--- config.mk ---
export PLATFORM = sky130hd
export DESIGN_NAME = seven_segment_scan_controller
export DESIGN_NICKNAME = d
export VERILOG_FILES = /design/src/rtl/seven_segment_scan_controller.sv
export SDC_FILE = /design/constraint.sdc
export NUM_CORES = 1
export LEC_CHECK = 0
export ABC_AREA = 1
export CORE_UTILIZATION = 47
export DETAILED_ROUTE_END_ITERATION = 7
export PLACE_DENSITY = 0.76
export SLEW_MARGIN = 20
export SYNTH_ARGS = -nofsm -noshare
export SYNTH_HDL_FRONTEND = slang
export SYNTH_SLANG_ARGS = --single-unit
--- constraint.sdc ---
create_clock -name clk -period 1.9 [get_ports clk]
set_input_delay 0.19 -clock clk [delete_from_list [all_inputs] [get_ports clk]]
set_output_delay 0.19 -clock clk [all_outputs]
set_load 0.005 [all_outputs]
--- src/rtl/seven_segment_scan_controller.sv ---
// Multiplexed seven-segment scan controller: one shared hex decoder, guard gap between digits,
// and frame-aligned display updates. Optional leading-zero blanking via LEADING_ZERO_BLANK_EN.
module seven_segment_scan_controller #(
  parameter int unsigned NUM_DIGITS   = 4,
  parameter int unsigned REFRESH_DIV  = 50000,
  parameter int unsigned GUARD_CYCLES = 500
) (
  input  logic                          clk,
  input  logic                          rst_n,
  input  logic                          scan_en,
  input  logic [4*NUM_DIGITS-1:0]       load_data,
  input  logic [NUM_DIGITS-1:0]         load_blank,
  input  logic                          load_valid,
  output logic                          load_ready,
  output logic [3:0]                    hex_out,
  output logic [NUM_DIGITS-1:0]         an,
  output logic [$clog2(NUM_DIGITS)-1:0] digit_idx,
  output logic                          frame_done
);

  typedef enum logic {ST_GUARD, ST_SHOW} state_e;

  localparam int unsigned MAXC = (REFRESH_DIV > GUARD_CYCLES) ? REFRESH_DIV : GUARD_CYCLES;
  localparam int unsigned CW   = $clog2(MAXC + 1);
  localparam int unsigned IW   = $clog2(NUM_DIGITS);

  localparam state_e         ST_START   = (GUARD_CYCLES == 0) ? ST_SHOW : ST_GUARD;
  localparam logic [CW-1:0]  SHOW_LAST  = CW'(REFRESH_DIV - 1);
  localparam logic [CW-1:0]  GUARD_LAST = CW'(GUARD_CYCLES - 1);
  localparam logic [IW-1:0]  LAST_IDX   = IW'(NUM_DIGITS - 1);

  state_e                  state_q, state_d;
  logic [CW-1:0]           cnt_q, cnt_d;
  logic [IW-1:0]           idx_q, idx_d;
  logic [4*NUM_DIGITS-1:0] disp_q, disp_d;
  logic [NUM_DIGITS-1:0]   blank_q, blank_d;
  logic [4*NUM_DIGITS-1:0] pend_data_q, pend_data_d;
  logic [NUM_DIGITS-1:0]   pend_blank_q, pend_blank_d;
  logic                    ready_q, ready_d;
  logic                    frame_done_q, frame_done_d;
  logic [NUM_DIGITS-1:0]   an_q, an_d;
  logic [3:0]              hex_q, hex_d;
  logic [NUM_DIGITS-1:0]   lz_mask;
  logic                    boundary;
  logic                    promote;

  always_comb begin
    lz_mask = '0;
`ifdef LEADING_ZERO_BLANK_EN
    begin
      logic lz_run;
      lz_run = 1'b1;
      // Walk from the most significant digit down; digit 0 is never touched.
      for (int unsigned i = NUM_DIGITS - 1; i >= 1; i--) begin
        if (lz_run && (pend_data_q[4*i +: 4] == 4'h0)) lz_mask[i] = 1'b1;
        else lz_run = 1'b0;
      end
    end
`endif
  end

  always_comb begin
    state_d      = state_q;
    cnt_d        = cnt_q + CW'(1);
    idx_d        = idx_q;
    disp_d       = disp_q;
    blank_d      = blank_q;
    pend_data_d  = pend_data_q;
    pend_blank_d = pend_blank_q;
    ready_d      = ready_q;
    boundary     = 1'b0;

    if (!scan_en) begin
      state_d = ST_START;
      cnt_d   = '0;
      idx_d   = '0;
    end else begin
      unique case (state_q)
        ST_GUARD: begin
          if (cnt_q == GUARD_LAST) begin
            state_d = ST_SHOW;
            cnt_d   = '0;
          end
        end
        ST_SHOW: begin
          if (cnt_q == SHOW_LAST) begin
            state_d = ST_START;
            cnt_d   = '0;
            if (idx_q == LAST_IDX) begin
              idx_d    = '0;
              boundary = 1'b1;
            end else begin
              idx_d = idx_q + IW'(1);
            end
          end
        end
        default: begin
          state_d = ST_START;
          cnt_d   = '0;
        end
      endcase
    end

    frame_done_d = boundary;

    // Disabling the scan counts as a frame boundary so a pending word never waits on a dark display.
    promote = (boundary || !scan_en) && !ready_q;
    if (promote) begin
      disp_d  = pend_data_q;
      blank_d = pend_blank_q | lz_mask;
      ready_d = 1'b1;
    end else if (load_valid && ready_q) begin
      pend_data_d  = load_data;
      pend_blank_d = load_blank;
      ready_d      = 1'b0;
    end

    // Outputs are registered, so they are derived from the next-state values.
    an_d = '1;
    if (scan_en && (state_d == ST_SHOW) && !blank_d[idx_d]) an_d[idx_d] = 1'b0;
    hex_d = disp_d[{idx_d, 2'b00} +: 4];
  end

  always_ff @(posedge clk) begin
    if (!rst_n) begin
      state_q      <= ST_START;
      cnt_q        <= '0;
      idx_q        <= '0;
      disp_q       <= '0;
      blank_q      <= '0;
      pend_data_q  <= '0;
      pend_blank_q <= '0;
      ready_q      <= 1'b1;
      frame_done_q <= 1'b0;
      an_q         <= '1;
      hex_q        <= '0;
    end else begin
      state_q      <= state_d;
      cnt_q        <= cnt_d;
      idx_q        <= idx_d;
      disp_q       <= disp_d;
      blank_q      <= blank_d;
      pend_data_q  <= pend_data_d;
      pend_blank_q <= pend_blank_d;
      ready_q      <= ready_d;
      frame_done_q <= frame_done_d;
      an_q         <= an_d;
      hex_q        <= hex_d;
    end
  end

  assign load_ready = ready_q;
  assign hex_out    = hex_q;
  assign an         = an_q;
  assign digit_idx  = idx_q;
  assign frame_done = frame_done_q;

endmodule

Word-level counts from Yosys, hierarchy flattened
Cells that the tools add are included.
{"block": "totals", "regBits": 69, "in_bits": 24, "output_inout_bits": 12}
{"block": "op_classes", "n_addsub": 2, "order_cmp": 2, "n_eq_ne": 3, "shifts": 1, "n_mux": 21, "n_bitwise": 4, "reduce_logical": 13}
{"operator": "two-way mux 16 bit", "count": 3}
{"operator": "case mux 16 bit (2 select lines)", "count": 1}
{"operator": "adder 16 x 1 -> 16 bit, second input constant", "count": 1}
{"operator": "== test 16 bit, second input constant", "count": 1}
{"operator": "== test 16 x 9 -> 1 bit, second input constant", "count": 1}
{"operator": "indexed part select 16 x 5 -> 4 bit", "count": 1}
{"operator": "two-way mux 1 bit", "count": 9}
{"operator": "two-way mux 2 bit", "count": 4}
{"operator": "AND reduction 2 bit", "count": 3}
{"operator": "logical AND 1 bit", "count": 5}
{"operator": "two-way mux 4 bit", "count": 1}
{"operator": "NOT 4 bit", "count": 1}
{"operator": "logical NOT 1 bit", "count": 3}
{"operator": "< comparator 2 x 3 -> 1 bit, second input constant", "count": 1}
{"operator": "NOT 1 bit", "count": 3}
{"operator": "adder 2 x 1 -> 2 bit, second input constant", "count": 1}
{"operator": "binary-select mux 1 bit (select 2 bit)", "count": 1}
{"operator": "demux 1 bit (select 2 bit)", "count": 1}
{"operator": "== test 2 bit, second input constant", "count": 1}
{"operator": "greater-or-equal comparator 2 x 1 -> 1 bit, second input constant", "count": 1}
{"operator": "case mux 1 bit (2 select lines)", "count": 1}
{"operator": "OR reduction 2 bit", "count": 1}
{"operator": "logical OR 1 bit", "count": 1}

Longest topological paths before layout
Gate-level depths: netlist (run 1).
{"block": "depth", "ltp_word": 13, "depth_mapped": 14, "ltp_nobuf": 13}

Worst setup path after synthesis (run 1)
No wires, ideal clock.
{"block": "synth_timing", "path_type": "reg-to-reg", "from": "register cnt_q[0]", "to": "register an_q[1] (netlist: an[1])", "setup_ns": 0.127, "arrival_ns": 1.624, "required_time_ns": 1.773, "slack_ns": 0.149, "path_stages_with_launch": 12, "path_buffers": 1, "synth_period_minus_slack_ns": 1.751, "cell_sequence": "dfxtp_1 > ha_1 > nand3_4 > nor3_4 > nand3_2 > nand2_4 > buf_6 > nand3b_4 > nand2_2 > nor2_1 > nor2_2 > nand3_1"}
{"block": "synth_via", "elab_chain_cells": 12, "word_cells_on_any_way": 27, "cone_classes": "order compare (2); eq/ne (2); mux (15); bitwise (1); reduce/logical (7)"}
{"item": "from (decl)", "line_no": "33", "text": "logic [CW-1:0] cnt_q, cnt_d;"}
{"item": "from (signal assigned)", "line_no": "139", "text": "cnt_q <= cnt_d;"}
{"item": "== test 16 bit", "line_no": "86", "text": "if (cnt_q == SHOW_LAST) begin"}
{"item": "two-way mux 1 bit", "line_no": "86"}
{"item": "two-way mux 1 bit", "line_no": "78", "text": "unique case (state_q)"}
{"item": "two-way mux 1 bit", "line_no": "73", "text": "if (!scan_en) begin"}
{"item": "logical OR 1 bit", "line_no": "107", "text": "promote = (boundary || !scan_en) && !ready_q;"}
{"item": "logical AND 1 bit", "line_no": "107"}
{"item": "two-way mux 4 bit", "line_no": "108", "text": "if (promote) begin"}
{"item": "binary-select mux 1 bit (select 2 bit)", "line_no": "120", "text": "if (scan_en && (state_d == ST_SHOW) && !blank_d[idx_d]) an_d[idx_d] = 1'b0;"}
{"item": "two-way mux 1 bit (implied by the code)", "line_no": "120"}
{"item": "logical NOT 1 bit", "line_no": "120"}
{"item": "logical AND 1 bit", "line_no": "120"}
{"item": "AND reduction 2 bit (no line)"}
{"item": "to (signal assigned)", "line_no": "147", "text": "an_q <= an_d;"}
{"item": "to (decl)", "line_no": "41", "text": "logic [NUM_DIGITS-1:0] an_q, an_d;"}
Several ways; a longest one is shown, not always the timed one. The select of a mux whose other input is x is not followed.
A chain may end at the register's enable or synchronous reset.

Final worst setup path (run 1)
{"block": "layout_timing", "from": "register cnt_q[1]", "to": "register hex_q[0] (netlist: hex_out[0])"}
{"block": "layout_via", "elab_chain_cells": 8, "word_cells_on_any_way": 11, "cone_classes": "eq/ne (1); shift (1); mux (7); reduce/logical (2)"}
{"item": "== test 16 bit *", "line_no": "86"}
{"item": "two-way mux 1 bit", "line_no": "86"}
{"item": "two-way mux 1 bit", "line_no": "78"}
{"item": "two-way mux 1 bit", "line_no": "73"}
{"item": "logical OR 1 bit", "line_no": "107"}
{"item": "logical AND 1 bit", "line_no": "107"}
{"item": "two-way mux 16 bit", "line_no": "108"}
{"item": "indexed part select 16 x 5 -> 4 bit *", "line_no": "121", "text": "hex_d = disp_d[{idx_d, 2'b00} +: 4];"}
{"item": "to (signal assigned)", "line_no": "136", "text": "hex_q <= '0;"}
{"item": "to (signal assigned)", "line_no": "148", "text": "hex_q <= hex_d;"}
{"item": "to (decl)", "line_no": "42", "text": "logic [3:0] hex_q, hex_d;"}
Mark *: on every way between the ends. The rest lies on a longest branch, timed or not.

==> results.toml, run 1 <==
[sta]
rsz0062_at_grt = "true"
fin_setup_tns_ns = 0
setup_violations = 0
max_freq_ghz = 0.532
worst_slew_pin_slew_ns = 0.643
hold_viol = 0
min_period_over_period_pct = 99.0
maxSlewHeadroom_pct = 57.1
slew_violations = 0
min_period_ns = 1.88
fin_skew_ns = 0.0123

[clock_tree]
insertion_delay_ns = 0.36
cts-buffers-inserted = 9
cts_tree = "built"
cts_num_sinks = 69
postCtsHoldBufs = 0
h-tree-depth = 3
ctsLongestPathBuffers = 2
clkTransAtPathRegs_ns = 0.08
root_buffer = "clkbuf_8"

[place]
hpwl_mm = 4.53
gp_congestion = 0.832
dpl_cell_area_um2 = 3440
port_buffers = 35

[worst_setup_path]
cp_common_cell = "nand2_1"
r2r-end = "hex_out[0]$_SDFF_PN0_"
cp-start-kind = "register"
worstPathRequired_ns = 2.20
critPathSlowestCell = "dfxtp_2"
crit_start = "cnt_q[1]$_SDFF_PN0_"
crit_chain = "ha_4, nand3_4, nor3_4, nand3_4, nand2_4, clkbuf_16, nand3_1, nand2_1, nand2_1, nand2_1, nor2_1, nor2_1"
path_max_fanout = 4
reg2reg_slack_ns = 0.02
cp.arrival_ns = 2.18
crit_type = "reg2reg"
slowest_delay_ns = 0.36
reg2reg_from = "cnt_q[1]$_SDFF_PN0_"
r2r_cells = 12
crit_path_end_kind = "register"

[min_path]
hp-class = "reg2reg"
worstHoldStart = "cnt_q[0]$_SDFF_PN0_"
hold_path_depth = 1
whs_endpoint = "cnt_q[0]$_SDFF_PN0_"

[cells_and_area]
fillers = 524
insertedDiodeCount = 0
drive_above_1_share_pct = 17.1
final_area_um2 = 3870
multi_input_area_um2 = 1560
nNetsFinal = 477
regArea_um2 = 1390
syn_to_final_growth_pct = 30.1

[floorplanning]
rows = 28
dieArea_um2 = 6650
fp.dieW_um = 81.5
initial_core_util_pct = 49.3
fp.dieH_um = 81.5
core_um2 = 6030
io_pins = 36

[synth]
synth-edff-count = 0
syn-cell-area_um2 = 2970
async_reset_ff_share_pct = 0
syn_avg_cell_area_um2 = 7.47
synthCells = 398
yosysTopAreaCell = "dfxtp_1"
synth_cell_types = 32
yosys_warnings = 0
synth.area.top_cells = "dfxtp_1, nand2_1, nor2_1"
seq_area_frac_synth_pct = 46.5
yosys.area.top_type_share_pct = 46.5
synthTopCellsByCount = "nand2_1, nor2_1, dfxtp_1, nand3_1, o21ai_0"
synth_fp_nets = 424
yosys_most_used_dff = "dfxtp_1"
yosysMostFrequentCell = "nand2_1"
ys_ff_latch = 69

[routing]
route.detailed.drc = 0
antenna_left = 0
wl_per_cell_um = 12.9
drt_iter0_markers = 122
dr.pass1.iters = 4
num_vias = 2722
viasPerCell = 5.13
wl_mm = 6.84

[pwr]
ir_drop_mv = 0.474
power_per_cell_area_nw_per_um2 = 789
leakagePower_nw = 1.59
fin_total_pwr_w = 0.00305

[grt]
grt_pass1_vias = 2354
grt_max_degree = 24
grt_pass1_wl_mm = 10.5
grt_antenna_before_repair = 0
overflow = 0
track_usage_pct = 21.2

[status]
outcome = "finished, final reports clean"

[flow_run]
cap_violations = 0
## flip-flops by register name, summed over array words and instances, names as in the netlist
name          flops
hex_out           4
load_ready        1
cnt_q            16
state_q           1
an                4
pend_blank_q      4
digit_idx         2
blank_q           4
pend_data_q      16
disp_q           16
frame_done        1
## routing by layer
metal	global-route usage [%]	vias up	share of wire, %
li1	-	1401	-
met1	27.5	1230	47
met2	32.0	76	46
met3	5.78	15	4.8
met4	11.1	0	2.1
met5	0	-	0
## layout make-up
cell class                 count  share of cell area [%]
sequential                    69                    35.8
inverter                      23                    2.23
tap                           75                    2.43
clock buffer                   9                    3.20
clock inverter                 7                    2.10
multi-input combinational    295                    40.4
timing repair buffer          53                    13.8
## stage by stage
| step | worst slack (ns) | util [%] | instances | hold WS [ns] |
|---|---|---|---|---|
| after floorplan | 0.149 | - | 398 | 0.306 |
| after global placement | 0.0467 | 57.1 | 508 | 0.422 |
| after detailed placement | -0.0172 | 57.1 | 508 | 0.433 |
| after CTS | 0.00993 | 61.0 | 525 | 0.436 |
| after global routing | -0.147 | 64.2 | 531 | 0.451 |
| final | 0.0188 | 64.2 | 531 | 0.440 |
## power by group
group / switching (W) / internal, W
Clock: 0.000626 / 0.000624
Combinational: 0.000146 / 0.000127
Sequential: 0.0000305 / 0.00150
Total: 0.000803 / 0.00225
## cells in the final DEF (no fill, tap or decap), types with 2 or more instances in the layout
master / Yosys / routed
nor3b_1: 2 / 2
o21ai_0: 25 / 25
nand4_1: 6 / 6
clkinv_4: 0 / 2
buf_4: 0 / 15
nor4_1: 2 / 2
nand2_8: 0 / 2
nor2_1: 78 / 75
dfxtp_2: 0 / 4
clkbuf_16: 0 / 2
inv_6: 0 / 3
nand3_1: 28 / 28
nand2_2: 4 / 11
nand3_4: 2 / 3
nor3_4: 1 / 2
nor2_2: 6 / 4
xnor2_1: 3 / 3
inv_1: 20 / 20
nor2_4: 2 / 7
nand2_1: 91 / 82
nand2_4: 2 / 5
clkdlybuf4s50_1: 0 / 35
xor2_1: 5 / 5
inv_2: 2 / 2
a21oi_1: 23 / 23
clkbuf_8: 0 / 9
dfxtp_1: 69 / 65
nor3_1: 2 / 2
## how the worst max path moves through the flow
stage	to	slack [ns]	cells past startpoint
2_1_floorplan	an[1]$_SDFF_PN1_	0.15	11
3_3_place_gp	an[1]$_SDFF_PN1_	0.05	12
3_5_place_dp	an[1]$_SDFF_PN1_	-0.02	12
4_1_cts	an[1]$_SDFF_PN1_	0.01	12
5_1_grt	hex_out[0]$_SDFF_PN0_	-0.15	12
6_report	hex_out[0]$_SDFF_PN0_	0.02	12
## worst max-delay path: cells and delay by family (launching register included)
| kind | cells | cell delay [ns] |
|---|---|---|
| buf+inv | 1 | 0.17 |
| fa+ha+maj | 1 | 0.15 |
| simple gates | 10 | 1.13 |
| flops | 1 | 0.36 |
## logic make-up (layout without fill, tap and decap cells)
family	Yosys count	after routing	synth area share, %
XOR/XNOR	8	8	2.36
AO/OA/AOI/OAI	49	49	8.33
AND/OR/NAND/NOR	233	236	36.3
flip-flops	69	69	46.5
adder cells (fa/ha/maj)	2	2	0.842
buffers and inverters	37	92	5.72
## timing repair
item | 4_1_cts | 5_1_grt
pin swaps | 1 | 9
gates resized for setup | 5 | 27
gates cloned | 0 | 5
endpoints found under the setup margin | 6 | 10
buffers inserted | 1 | 1
(Power assumes the default switching activity.)
==> run 2, diff against run 1 <==
SLEW_MARGIN = 25   (was 20)
==> results of run 2 <==
No change in the layout: final DEF, timing and power equal those of run 1.
